--- config.mk ---
export PLATFORM = sky130hd
export DESIGN_NAME = vid_fetch
export DESIGN_NICKNAME = d
export VERILOG_FILES = /design/src/rtl/vid_fetch.sv
export SDC_FILE = /design/constraint.sdc
export NUM_CORES = 1
export LEC_CHECK = 0
export ABC_AREA = 0
export CAP_MARGIN = 20
export CORE_MARGIN = 5
export CORE_UTILIZATION = 54
export DETAILED_ROUTE_END_ITERATION = 12
export PLACE_DENSITY = 0.8
export SETUP_SLACK_MARGIN = 0.02
export SLEW_MARGIN = 20
export SYNTH_ARGS = -nofsm -noshare
export SYNTH_HDL_FRONTEND = slang
export SYNTH_SLANG_ARGS = --single-unit
--- constraint.sdc ---
create_clock -name clk -period 2.6 [get_ports clk]
set_input_delay 0.39 -clock clk [delete_from_list [all_inputs] [get_ports clk]]
set_output_delay 0.39 -clock clk [all_outputs]
set_load 0.005 [all_outputs]
--- src/rtl/vid_fetch.sv ---
// Line fetcher: reads line_len bytes from video memory into a small buffer and streams them out.
// First pixel appears 2 cycles after the first read; reads stall so buffered + in-flight never exceeds FIFO_DEPTH.
module vid_fetch #(
  parameter int ADDRESS_WIDTH = 14,
  parameter int DATA_WIDTH    = 8,
  parameter int FIFO_DEPTH    = 4
) (
  input  logic                     clk,
  input  logic                     resetn,
  input  logic                     start,
  input  logic [ADDRESS_WIDTH-1:0] base_addr,
  input  logic [ADDRESS_WIDTH-1:0] line_len,
  output logic                     mem_rd,
  output logic [ADDRESS_WIDTH-1:0] mem_addr,
  input  logic [DATA_WIDTH-1:0]    mem_din,
  output logic [DATA_WIDTH-1:0]    pix_data,
  output logic                     pix_valid,
  input  logic                     pix_ready,
  output logic                     busy,
  output logic                     done,
  output logic                     underrun
);

  localparam int PW = (FIFO_DEPTH > 1) ? $clog2(FIFO_DEPTH) : 1;
  localparam int CW = PW + 1;
  localparam logic [CW-1:0]            DEPTH_C = CW'(FIFO_DEPTH);
  localparam logic [ADDRESS_WIDTH-1:0] ONE_A   = ADDRESS_WIDTH'(1);

  typedef enum logic [1:0] {IDLE, FETCH, DRAIN} state_t;

  state_t                   state, state_nxt;
  logic [ADDRESS_WIDTH-1:0] addr_cnt, issue_cnt, accept_cnt;
  logic                     rd_pend;
  logic [DATA_WIDTH-1:0]    buf_mem [FIFO_DEPTH];
  logic [PW-1:0]            wr_ptr, rd_ptr;
  logic [CW-1:0]            count, occ;
  logic                     done_q;
  logic                     issue, xfer, last_accept, launch, empty_line;

  assign pix_valid   = (count != '0);
  assign xfer        = pix_valid && pix_ready;
  assign last_accept = xfer && (accept_cnt == ONE_A);
  assign occ         = count + CW'(rd_pend);
  assign launch      = (state == IDLE) && start && (line_len != '0);
  assign empty_line  = (state == IDLE) && start && (line_len == '0);

  always_ff @(posedge clk or negedge resetn) begin
    if (!resetn) state <= IDLE;
    else         state <= state_nxt;
  end

  always_comb begin
    state_nxt = state;
    case (state)
      IDLE:    if (launch) state_nxt = FETCH;
      FETCH:   if (issue && issue_cnt == ONE_A) state_nxt = DRAIN;
      DRAIN:   if (last_accept) state_nxt = IDLE;
      default: state_nxt = IDLE;
    endcase
  end

  always_comb begin
    issue    = 1'b0;
    underrun = 1'b0;
    busy     = (state != IDLE);
    if (state == FETCH) begin
      issue    = (issue_cnt != '0) && (occ < DEPTH_C);
      underrun = pix_ready && !pix_valid;
    end
  end

  assign mem_rd   = issue;
  assign mem_addr = addr_cnt;
  assign done     = done_q;

  always_ff @(posedge clk or negedge resetn) begin
    if (!resetn) begin
      addr_cnt   <= '0;
      issue_cnt  <= '0;
      accept_cnt <= '0;
      rd_pend    <= 1'b0;
      wr_ptr     <= '0;
      rd_ptr     <= '0;
      count      <= '0;
      done_q     <= 1'b0;
    end else begin
      if (launch) begin
        addr_cnt   <= base_addr;
        issue_cnt  <= line_len;
        accept_cnt <= line_len;
      end else begin
        if (issue) begin
          addr_cnt  <= addr_cnt + ONE_A;
          issue_cnt <= issue_cnt - ONE_A;
        end
        if (xfer) accept_cnt <= accept_cnt - ONE_A;
      end
      // Memory returns data one cycle after the strobe; rd_pend marks that slot.
      rd_pend <= issue;
      if (rd_pend) wr_ptr <= wr_ptr + PW'(1);
      if (xfer)    rd_ptr <= rd_ptr + PW'(1);
      case ({rd_pend, xfer})
        2'b10:   count <= count + CW'(1);
        2'b01:   count <= count - CW'(1);
        default: count <= count;
      endcase
      done_q <= empty_line || ((state == DRAIN) && last_accept);
    end
  end

  always_ff @(posedge clk) begin
    if (rd_pend) buf_mem[wr_ptr] <= mem_din;
  end

  assign pix_data = pix_valid ? buf_mem[rd_ptr] : '0;

endmodule

==> results of run 1 <==
sequential cells by signal (all words and copies together) (netlist names):
name and cells:
issue_cnt 14, buf_mem 32, done 1, mem_addr 14
accept_cnt 14, rd_pend 1, wr_ptr 2, rd_ptr 2
state 2, count 3
layer usage:
metal | GRT usage (%) | vias up
met1 | 28.75 | 1608
met2 | 35.62 | 68
met4 | 6.618 | 0
li1 | - | 1530
met3 | 2.619 | 10
met5 | 0 | -
worst max-delay path by stage:
stage / endpoint / slack, ps
after floorplan: count[1] / 550
after global placement: issue_cnt[11] / 100
after detailed placement: issue_cnt[12] / 130
after CTS: pix_data[4] / 30
after global routing: underrun / 40
final: underrun / 120
through the flow:
step	hold WS [ps]	cell area (sq um)	utilization, %
global route	112.6	5316	69.16
CTS	72.20	5301	68.96
detailed placement	447.6	5105	66.41
global placement	439.7	5105	66.41
floorplan	94.41	4239	-
finish	56.82	5316	69.16
area by class of cell:
type	instances	area (sq um)	share of cell area, %
Multi-Input combinational cell	256	1832	34.46
Clock buffer	10	127.6	2.401
Clock inverter	6	63.81	1.200
Sequential cell	85	2290	43.07
Inverter	18	67.56	1.271
Tap cell	102	127.6	2.401
Timing Repair Buffer	81	808.3	15.20
power by group through the flow:
stage	sequential, mW	clock [mW]	combinational (mW)
2_1_floorplan	2.25	0	1.41
3_3_place_gp	2.38	0	2.19
3_5_place_dp	2.42	0	2.28
4_1_cts	2.40	0.911	2.30
5_1_grt	2.50	0.968	2.53
6_report	2.41	0.907	2.28
logic make-up (layout without fill, tap and decap cells):
group                    after synthesis  after routing  synth area share, %
AO/OA/AOI/OAI                         64             64                10.21
AND/OR/NAND/NOR                      142            142                18.21
multiplexers                          12             12                5.342
adder cells (fa/ha/maj)               12             12                3.719
XOR/XNOR                              26             26                5.372
flip-flops                            85             85                53.96
buffers and inverters                 34            115                3.187
placed cells by master, fill, tap and decap left out, types with 10 or more instances in the layout:
| master | Yosys | final |
|---|---|---|
| ha_1 | 11 | 10 |
| nand4_1 | 18 | 18 |
| clkdlybuf4s50_1 | 0 | 64 |
| a21oi_1 | 20 | 20 |
| nor2_1 | 37 | 37 |
| nand2_1 | 22 | 21 |
| inv_1 | 17 | 17 |
| buf_4 | 0 | 12 |
| and2_1 | 14 | 14 |
| dfrtp_1 | 53 | 51 |
| o21ai_0 | 11 | 11 |
| edfxtp_1 | 32 | 32 |
| xor2_1 | 20 | 20 |
what timing repair did:
action	CTS	global route
gates resized for setup	1	6
pin swaps	0	1
endpoints found under the hold margin	0	0
endpoints found under the setup margin	1	6
==> metrics.txt, run 1 <==
DRT Pass-1 Iters=4; Row Count=32; Layout Skew=between 10 and 15 ps; sequential area share after synthesis=53.96%; P_sw=around 2 mW; pwr/cell area=between 1000 and 1500 mW/mm^2; FF-to-FF Start=issue_cnt[0]; global-route wire length before repair=about 16000 um; Buf/Inv on CP=1; Clock Sinks=85; RSZ-0062 raised after global routing=false; Fin Setup TNS=0 ps; top sig layer=met4; worst setup margin=between 100 and 150 ps; vias in the first global route=roughly 3300; max-slew violation count=0; CP top delay family=simple AND/OR/NAND/NOR gates; met3 wire len=~330 um; Synth area leader=dfrtp_1; n_diodes=0; post-route insts no fill=around 560; Post-DP HPWL=7472 um; status=finished, final reports clean; CP peak stage delay=550 ps; Die Area=0.009722 sq mm; initial antenna violation count=0; P&R area growth vs syn=25.41%; Leak Pwr=~2.0 nW; internal cell power=around 3.6 mW; crit path kind=reg -> out; fin crit share=~95%; most area-consuming cells after synthesis=dfrtp_1 (31%), edfxtp_1 (23%), mux4_2 (4.3%); top-count cell post-synth=dfrtp_1; Worst R2R Setup Slack=approximately 410 ps; pre-CTS setup slack=roughly 130 ps; final hold vios=0; R2R cell count=9; most instantiated cells after synthesis=dfrtp_1 (53), nor2_1 (37), edfxtp_1 (32), nand2_1 (22); clock network power share=between 15 and 20%; FFs w/ async S/R, synth=62.35%; Worst Tran Pin Value=635.1 ps; sw frac=between 30% and 40%; Initial Util=55.14%; total CTS buffers=9; MaxCap Viol Count=0; Longest Clk Path Bufs=2; hold_buf cts=0; Max VDD drop=between 0.6 and 0.7 mV; Antenna Nets Post-Route=0; port bufs=66; H-tree lvl count=3; #FFs+latches synth=85; worst path required time=approximately 2200 ps; WL met2=approximately 5000 um; Combinational Power Share=40.7%; postcts setup bufs=0; number of remaining DRC errors=0; total grt overflow=0; number of instances in the placed design=about 540; Synth Instances=approximately 380; critical path arrival=2090 ps; routed wire length=9981 um; Post-Syn Nets=between 400 and 500; slowest CP cell=clkdlybuf4s50_1; Via density=~5.8; FILL cells=between 500 and 600; core area=0.007687 sq mm; minimum clock period=2481 ps; largest net degree at the start of global routing=34; EDFF count, synth=32; die width=about 99 um; DR iter-0 viols=roughly 320; crit path max fanout=10; # nets final=between 500 and 600; clk slew on worst S/H paths=80 ps; GP Congestion=between 0.8 and 0.9; DR WL/cell=17.89 um; Skew-Pair Late Insertion Delay=around 350 ps; total I/O pin count=67; Peak Freq=~400 MHz; reg2reg end=issue_cnt[11]; final setup vio count=0; Worst setup SP type=flip-flop; top-area cell type share of the netlist area=a little under a third; share of cells above drive strength 1=11.84%; total power=around 5.6 mW; Post-Syn Area=0.004239 sq mm; Metal-1 WL=between 4000 and 5000 um; routed vias=around 3200; Sequential Power Share=a little over two fifths; HP Class=in -> async; crit-path cells=or3_4 -> nor3_1 -> clkdlybuf4s50_1; TritonCTS clock tree=built; critical path depth=3; Rel. slew slack=approximately 58%; Primary FF master, synth=dfrtp_1; Avg Cell Area, Syn=11.30 sq um; clk root buf=clkbuf_8; die height=a little under 100 um; distinct cell type count after synthesis=55; yosys warns=0; GRT Resource Usage Total=roughly a fifth; Setup crit start=count[1]; kind of end point of the critical path=output pin
(Power assumes the default switching activity.)
==> inputs of run 2 (changes only) <==
--- a/config.mk
+++ b/config.mk
@@ -6,10 +6,12 @@
 export NUM_CORES = 1
 export LEC_CHECK = 0
 export ABC_AREA = 0
-export CAP_MARGIN = 20
+export ABC_CLOCK_PERIOD_IN_PS = 2600
+export CAP_MARGIN = 15
 export CORE_MARGIN = 5
 export CORE_UTILIZATION = 54
 export DETAILED_ROUTE_END_ITERATION = 12
+export HOLD_SLACK_MARGIN = 0.03
 export PLACE_DENSITY = 0.8
 export SETUP_SLACK_MARGIN = 0.02
 export SLEW_MARGIN = 20
==> results of run 2 <==
The final DEF is identical to that of run 1; final timing and power are the same.
